**src/rtl/bp_cfg_param_deserializer.sv**
```systemverilog
// bp_cfg_param_deserializer
//   Run-time receiver for processor configuration records. Accepts a framed
//   word stream (header, one word per bp_proc_param_s field, XOR checksum),
//   validates the frame and commits the fields to output registers.
// Ports:
//   clk_i      clock
//   reset_i    synchronous active-high reset (also clears committed outputs)
//   clear_i    abort/re-arm; drops cfg_v_o/cfg_err_o, keeps committed record
//   data_i     stream word
//   v_i        data_i valid; a word transfers when v_i & ready_o
//   ready_o    block accepts data_i this cycle
//   cfg_id_o   committed config id
//   fields_o   committed fields, field k at [word_width_p*k +: word_width_p]
//   cfg_v_o    committed record valid
//   cfg_err_o  0 none, 1 bad magic, 2 bad checksum, 3 id==0 or num_core==0
module bp_cfg_param_deserializer #(
    parameter int unsigned num_fields_p = 19,
    parameter logic [7:0]  magic_p      = 8'hBC,
    parameter int unsigned max_cfgs_p   = 128,
    parameter int unsigned word_width_p = 16
) (
    input  logic                                 clk_i,
    input  logic                                 reset_i,
    input  logic                                 clear_i,
    input  logic [word_width_p-1:0]              data_i,
    input  logic                                 v_i,
    output logic                                 ready_o,
    output logic [$clog2(max_cfgs_p)-1:0]        cfg_id_o,
    output logic [num_fields_p*word_width_p-1:0] fields_o,
    output logic                                 cfg_v_o,
    output logic [1:0]                           cfg_err_o
);

    localparam int unsigned lg_cfgs_lp = $clog2(max_cfgs_p);
    localparam logic [4:0]  last_idx_lp = 5'(num_fields_p - 1);

    typedef enum logic [2:0] {
        e_header,
        e_fields,
        e_csum,
        e_done,
        e_error
    } state_e;

    state_e state_r, state_n;

    logic [word_width_p-1:0] staging_r [num_fields_p];
    logic [lg_cfgs_lp-1:0]   id_r;
    logic [4:0]              cnt_r;
    logic [word_width_p-1:0] acc_r;

    logic xfer;
    logic hdr_ok, hdr_bad, field_we, csum_err, id_err, commit;

    // Header bit 7 is reserved and deliberately ignored.
    logic unused_hdr_bit7;
    assign unused_hdr_bit7 = data_i[7];

    // ready_o already masks clear_i/reset_i, so every action below is gated by them.
    assign ready_o = ((state_r == e_header) || (state_r == e_fields) || (state_r == e_csum))
                     & ~clear_i & ~reset_i;
    assign xfer    = v_i & ready_o;

    always_ff @(posedge clk_i) begin
        if (reset_i) state_r <= e_header;
        else         state_r <= state_n;
    end

    always_comb begin
        state_n  = state_r;
        hdr_ok   = 1'b0;
        hdr_bad  = 1'b0;
        field_we = 1'b0;
        csum_err = 1'b0;
        id_err   = 1'b0;
        commit   = 1'b0;
        unique case (state_r)
            e_header: begin
                if (xfer) begin
                    if (data_i[word_width_p-1 -: 8] == magic_p) begin
                        hdr_ok  = 1'b1;
                        state_n = e_fields;
                    end else begin
                        hdr_bad = 1'b1;
                        state_n = e_error;
                    end
                end
            end
            e_fields: begin
                if (xfer) begin
                    field_we = 1'b1;
                    if (cnt_r == last_idx_lp) state_n = e_csum;
                end
            end
            e_csum: begin
                // Checksum mismatch takes priority over the id/num_core check.
                if (xfer) begin
                    if (data_i != acc_r) begin
                        csum_err = 1'b1;
                        state_n  = e_error;
                    end else if ((id_r == '0) || (staging_r[0] == '0)) begin
                        id_err  = 1'b1;
                        state_n = e_error;
                    end else begin
                        commit  = 1'b1;
                        state_n = e_done;
                    end
                end
            end
            e_done, e_error: begin
                state_n = state_r;
            end
            default: state_n = e_header;
        endcase
        if (clear_i) state_n = e_header;
    end

    always_ff @(posedge clk_i) begin
        if (reset_i) begin
            cfg_v_o   <= 1'b0;
            cfg_err_o <= '0;
            cfg_id_o  <= '0;
            fields_o  <= '0;
            id_r      <= '0;
            cnt_r     <= '0;
            acc_r     <= '0;
            for (int unsigned k = 0; k < num_fields_p; k++) staging_r[k] <= '0;
        end else if (clear_i) begin
            cfg_v_o   <= 1'b0;
            cfg_err_o <= '0;
            cnt_r     <= '0;
            acc_r     <= '0;
        end else begin
            if (hdr_ok) begin
                id_r  <= data_i[lg_cfgs_lp-1:0];
                cnt_r <= '0;
                acc_r <= '0;
            end
            if (hdr_bad) cfg_err_o <= 2'd1;
            if (field_we) begin
                staging_r[cnt_r] <= data_i;
                acc_r            <= acc_r ^ data_i;
                cnt_r            <= cnt_r + 5'd1;
            end
            if (csum_err) cfg_err_o <= 2'd2;
            if (id_err)   cfg_err_o <= 2'd3;
            if (commit) begin
                cfg_v_o  <= 1'b1;
                cfg_id_o <= id_r;
                for (int unsigned k = 0; k < num_fields_p; k++)
                    fields_o[k*word_width_p +: word_width_p] <= staging_r[k];
            end
        end
    end

endmodule

```
**config.mk**
```make
export PLATFORM = sky130hd
export DESIGN_NAME = bp_cfg_param_deserializer
export DESIGN_NICKNAME = d
export VERILOG_FILES = /design/src/rtl/bp_cfg_param_deserializer.sv
export SDC_FILE = /design/constraint.sdc
export NUM_CORES = 1
export LEC_CHECK = 0
export BUFFER_PORTS_ARGS = -buffer_cell sky130_fd_sc_hd__buf_4
export CORE_MARGIN = 3
export CORE_UTILIZATION = 45
export CTS_BUF_LIST = sky130_fd_sc_hd__clkbuf_2 sky130_fd_sc_hd__clkbuf_4 sky130_fd_sc_hd__clkbuf_8
export CTS_CLUSTER_SIZE = 25
export DETAILED_ROUTE_END_ITERATION = 10
export GPL_ROUTABILITY_DRIVEN = 0
export PLACE_DENSITY = 0.72
export SLEW_MARGIN = 40
export SYNTH_ARGS = -nofsm -noshare
export SYNTH_HDL_FRONTEND = slang
export SYNTH_SLANG_ARGS = --single-unit
```
**constraint.sdc**
```tcl
create_clock -name clk_i -period 3.4 [get_ports clk_i]
set_input_delay 0.34 -clock clk_i [delete_from_list [all_inputs] [get_ports clk_i]]
set_output_delay 0.34 -clock clk_i [all_outputs]
set_load 0.02 [all_outputs]
```
Word level (Yosys, flattened, before mapping)
Memories as Yosys holds them, arrays and structs flattened. A register that Yosys moved wholly into a read port is not among the register bits.
Index checks and enable logic that the tools add are counted.
- add/sub/neg operators: 1
- multipliers: 0
- div/mod/pow operators: 0
- magnitude comparators: 0
- equality and inequality tests: 11
- shift-type cells: 0
- mux-type cells: 43
- bitwise operators: 7
- reductions and logical operators: 14
- operators by type and width (kind ; number):
    16-bit two-way mux ; 3
    1-bit two-way mux ; 26
    3-bit two-way mux ; 7
    16-bit zero test ; 1
    16-bit != test ; 1
    16-bit OR reduction ; 1
    16-bit XOR ; 1
    5-bit two-way mux ; 3
    3-bit one-hot mux with 4 select lines ; 1
    8-bit equality test (second input constant) ; 1
    7-bit zero test ; 1
    3-bit by 2-bit equality test with 1-bit output (second input constant) ; 2
    2-bit two-way mux ; 3
    2-bit != test (second input constant) ; 3
    5-bit by 1-bit adder with 5-bit output (second input constant) ; 1
    5-bit equality test (second input constant) ; 1
    5-bit AND reduction ; 1
    2-bit AND reduction ; 2
    2-bit OR reduction ; 2
    1-bit AND ; 3
    3-bit by 1-bit equality test with 1-bit output (second input constant) ; 1
    3-bit equality test (second input constant) ; 1
    3-bit zero test ; 1
    1-bit logical OR ; 3
    other kinds (4) ; 6
- register bits after elaboration: 345
- bits in latches: 0
- RAM bits: 304
- memory bits (read-only): 0
- input port bits: 20
- output and inout bits: 315
- memories kept: 1
- memory list (memory ; depth ; width ; rd ports ; clocked after Yosys merged registers in ; wr ports ; line ; RTL):
    staging_r ; 19 ; 16 ; 19 ; 18 ; 19 ; 47 ; logic [word_width_p-1:0] staging_r [num_fields_p];

Logic depth before layout (Yosys ltp)
- word-level depth: 14
- gate-level depth with buffers: 8
- mapped depth without buffers: 6

Worst setup path before layout
OpenSTA, ideal clock, no wires.
- kind: flip-flop to flip-flop
- start point: reg state_r[1]
- end point: mem staging_r[17][0], enable pin
- library setup time: 0.394 ns
- arrival time: 2.129 ns
- required time: 3.006 ns
- path slack: 0.877 ns
- stages on the path, launching flop included: 7
- period minus slack after synthesis: 2.523 ns
- cells stage by stage: dfxtp_1 > nor4b_4 > buf_2 > and2_1 > clkbuf_1 > a21oi_1 > a21oi_1
- RTL lines (element ; line ; RTL):
    from (decl) ; 45 ; state_e state_r, state_n;
    from (signal assigned) ; 65 ; if (reset_i) state_r <= e_header;
    from (signal assigned) ; 66 ; else state_r <= state_n;
    to (decl) ; 47 ;

Final worst setup path
- start point: in reset_i
- end point: out ready_o
- longest elaborated chain between the ends: 2
- RTL lines (element ; line ; RTL):
    from (decl) ; 23 ; input logic reset_i,
    1-bit NOT ; 61 ; & ~clear_i & ~reset_i;
    1-bit AND ; 61 ;
    to (decl) ; 27 ; output logic ready_o,
No other way between the ends.

==> PnR_summary.wiki <==
{| class="wikitable"
! Metric !! Value
|-
| EDFF count, synth || 288
|-
| Clock root buffer || sky130_fd_sc_hd__clkbuf_8
|-
| Total congestion overflow || 0
|-
| Half-perimeter wire length of the detailed placement result || 47000 um
|-
| Critical path data required time || 3060 ps
|-
| Delay contributed by the slowest stage of the critical path || 570 ps
|-
| Synth Area per Inst || 10.3 sq um
|-
| Endpoint class of the critical path || output port
|-
| DIE AREA || 57000 sq um
|-
| Routed via count divided by cell count || 5.76
|-
| Number of flip-flops and latches in the synthesized netlist || 649
|-
| Yosys synthesis warning count || 0
|-
| Origin of the critical flop-to-flop path || state_r[1]
|-
| Clk_skew || 50.1 ps
|-
| Worst slack at placement || 458 ps
|-
| Highest net fanout along the worst path || 81
|-
| Worst setup slack after layout || 513 ps
|-
| Run status || finished, final reports clean
|-
| Post-CTS setup-driven buffer insertion count || 0
|-
| Net count of the mapped netlist || 2398
|-
| Final setup violating endpoints || 0
|-
| Leakage power summed over all cells || 0.0108 uW
|-
| Total of buffers placed on input and output ports || 334
|-
| CTS tree || built
|-
| Post_cts resized || 0
|-
| Die height || 239 um
|-
| Multi-input combinational cell area || 7430 sq um
|-
| Clock slew seen by the registers of the worst setup and hold paths || 60 ps
|-
| Number of buffers inserted during clock tree synthesis || 104
|-
| Max-slew violation count || 0
|-
| Crit share post-route || 0.849
|-
| Buffer levels on the longest clock path || 3
|-
| Proportion of netlist area held by the largest area contributor || 0.355
|-
| Setup repair after global routing missed its margin || false
|-
| Final setup TNS || 0 ps
|-
| Ranking of synthesized cells by area || sky130_fd_sc_hd__edfxtp_1 (36%), sky130_fd_sc_hd__dfxtp_1 (30%), sky130_fd_sc_hd__a21oi_1 (6.9%), sky130_fd_sc_hd__o21ai_0 (6.9%), sky130_fd_sc_hd__nand3_1 (6.8%)
|-
| Dominant cell type by area after synthesis || sky130_fd_sc_hd__edfxtp_1
|-
| IO Pins || 335
|-
| Post-Route Hold Slack || 62.9 ps
|-
| Post-synth top cells || sky130_fd_sc_hd__dfxtp_1 (361), sky130_fd_sc_hd__a21oi_1 (336), sky130_fd_sc_hd__o21ai_0 (335), sky130_fd_sc_hd__nand3_1 (332), sky130_fd_sc_hd__edfxtp_1 (288)
|-
| Minimum clock period || 2890 ps
|-
| Max_slew headroom || 0.417
|-
| Residual antenna-violating net count after detailed routing || 0
|-
| Predominant post-synthesis flop cell || sky130_fd_sc_hd__dfxtp_1
|-
| Seq/Total Area, Yosys || 0.652
|-
| Drt wl/cell || 21.8 um
|-
| Critical path startpoint category || input pin
|-
| Layout cells sized above 1 || 0.223
|-
| Hold path endpoint || state_r[1]
|-
| Placement Rows || 84
|-
| Total power density per cell area || 519 nW/um^2
|-
| Initial antenna violation count || 2
|-
| Post-synth cell types || 43
|-
| Via count of the first global-routing pass || 18576
|-
| Start point of the worst hold path || v_i
|-
| Area Overhead vs Synth || 22.1%
|-
| Total Routed Length || 74800 um
|-
| Number of maximum-capacitance constraint violations || 0
|-
| H-tree depth || 3
|-
| Class of the tightest hold or removal check || input pin to flop
|-
| Number of nets in the layout || 2668
|-
| Initial Util || 0.459
|-
| CTS sink count || 649
|-
| Highest ir drop seen on vdd || 0.282 mV
|-
| Sequence of cells on the critical path || dlygate4sd3_1, buf_8, buf_6, or2_2, a211oi_1, buf_4
|-
| Core area || 53100 sq um
|-
| Most frequent cell after synthesis || sky130_fd_sc_hd__dfxtp_1
|-
| Cell Area, Synth || 24400 sq um
|-
| Tot GR Track Use || 0.255
|-
| Pin count of the biggest net entering global routing || 191
|-
| Wire length of the first global-routing pass || 111000 um
|-
| Number of DRC violations after detailed-routing iteration 0 || 2073
|-
| Arr. time, crit path || 2550 ps
|-
| Achievable clock frequency || 346 MHz
|-
| Endpoint of the worst register-to-register path || staging_r[1][1]
|-
| Total via count after detailed routing || 19739
|-
| FF-to-FF path depth || 6
|-
| Worst-path cell with the longest stage delay || sky130_fd_sc_hd__dlygate4sd3_1
|-
| Slew of the pin with the lowest slew margin || 873 ps
|-
| Register area || 15900 sq um
|-
| Total of hold buffers inserted after clock tree synthesis || 9
|-
| Hold Vio Cnt, Final || 0
|-
| Number of cells on the worst hold path || 4
|-
| Number of design rule violations left after detail routing || 0
|-
| Total power || 15500 uW
|-
| Synth async-reset ratio || 0
|-
| Cell area reported after detailed placement || 27500 sq um
|-
| Total non-filler cell area in the finished layout || 29700 sq um
|-
| First-pass iteration count of the detailed router || 6
|-
| Die X || 239 um
|-
| Insertion delay to the later sink of the worst-skew pair || 700 ps
|-
| Worst setup slack for register-to-register paths || 520 ps
|-
| Number of cells produced by synthesis || 2376
|-
| Crit path kind || input pin to output port
|-
| Fill cells || 4452
|}
==> flip-flops by register name (all words and copies together), names as in the netlist <==
name,cells
acc_r,16
fields_o,304
cfg_v_o,1
state_r,3
cfg_id_o,7
cfg_err_o,2
cnt_r,5
staging_r,304
id_r,7
==> cell type report <==
type / count / area share
Sequential cell: 649 / 0.534
Multi-Input combinational cell: 1467 / 0.250
Timing Repair Buffer: 406 / 0.112
Clock buffer: 150 / 0.0631
Tap cell: 688 / 0.0289
Clock inverter: 45 / 0.00963
Inverter: 18 / 0.00227
Antenna cell: 1 / 0.0000841
==> worst max path at each step <==
| stage | start | endpoint | slack (ps) | cells past startpoint |
|---|---|---|---|---|
| 6_report | reset_i | ready_o | 510 | 6 |
| 5_1_grt | state_r[1] | staging_r[1][2] | 210 | 6 |
| 4_1_cts | reset_i | ready_o | 370 | 6 |
| 3_5_place_dp | clear_i | staging_r[1][1] | 460 | 7 |
| 3_3_place_gp | clear_i | staging_r[1][11] | 490 | 7 |
| 2_1_floorplan | state_r[1] | staging_r[17][0] | 880 | 6 |
==> layer usage <==
metal,wire [um],global-route usage,part of all wire,vias to the layer above
met1,30200,0.348,0.40,9448
li1,-,-,-,9021
met2,34200,0.395,0.46,1127
met3,7890,0.0594,0.11,143
met5,0,0,0,-
met4,2410,0.0993,0.032,0
==> cells in the final DEF, fill, tap and decap left out, drive strengths merged, types with 2 or more instances in the layout <==
cell,instances
buf,397
dfxtp,361
a21oi,336
o21ai,336
nand3,332
edfxtp,288
nor2,272
clkbuf,150
and3,64
clkinv,38
nand2,22
inv,20
xor2,16
nand2b,15
o22ai,15
nor4,10
dlygate4sd3,9
nand4,7
mux2i,7
nor2b,4
and2,4
nor3,4
a21o,3
a31oi,3
clkinvlp,3
nor4b,3
a211oi,2
nand4b,2
ha,2
bufinv,2
and4,2
==> critical path: cells and delay by family <==
family,cells,cell delay (ps)
AO/OA/AOI/OAI,1,440
AND/OR/NAND/NOR,1,570
buffers and inverters,4,1190
==> report_power, final <==
group / internal [uW] / leakage [uW] / switching (uW)
logic: 55.1 / 0.00394 / 203
registers: 8290 / 0.00570 / 63.4
clock network: 3720 / 0.00116 / 3110
total: 12100 / 0.0108 / 3380
==> through the flow <==
stage	util	cells
after CTS	0.560	3422
final	0.560	3424
after global routing	0.560	3423
after floorplan	-	2376
after global placement	0.517	3218
after detailed placement	0.517	3218
==> cell families (layout without fill, tap and decap cells) <==
logic type,after synthesis,count (layout),share of synthesized area
AO/OA/AOI/OAI,697,697,0.145
AND/OR/NAND/NOR,745,745,0.149
buffers and inverters,260,619,0.0449
flip-flops,649,649,0.652
other,0,1,0
adder cells (fa/ha/maj),2,2,0.00103
multiplexers,7,7,0.00288
XOR/XNOR,16,16,0.00575
Note: power is estimated with default switching activity, not from simulation.
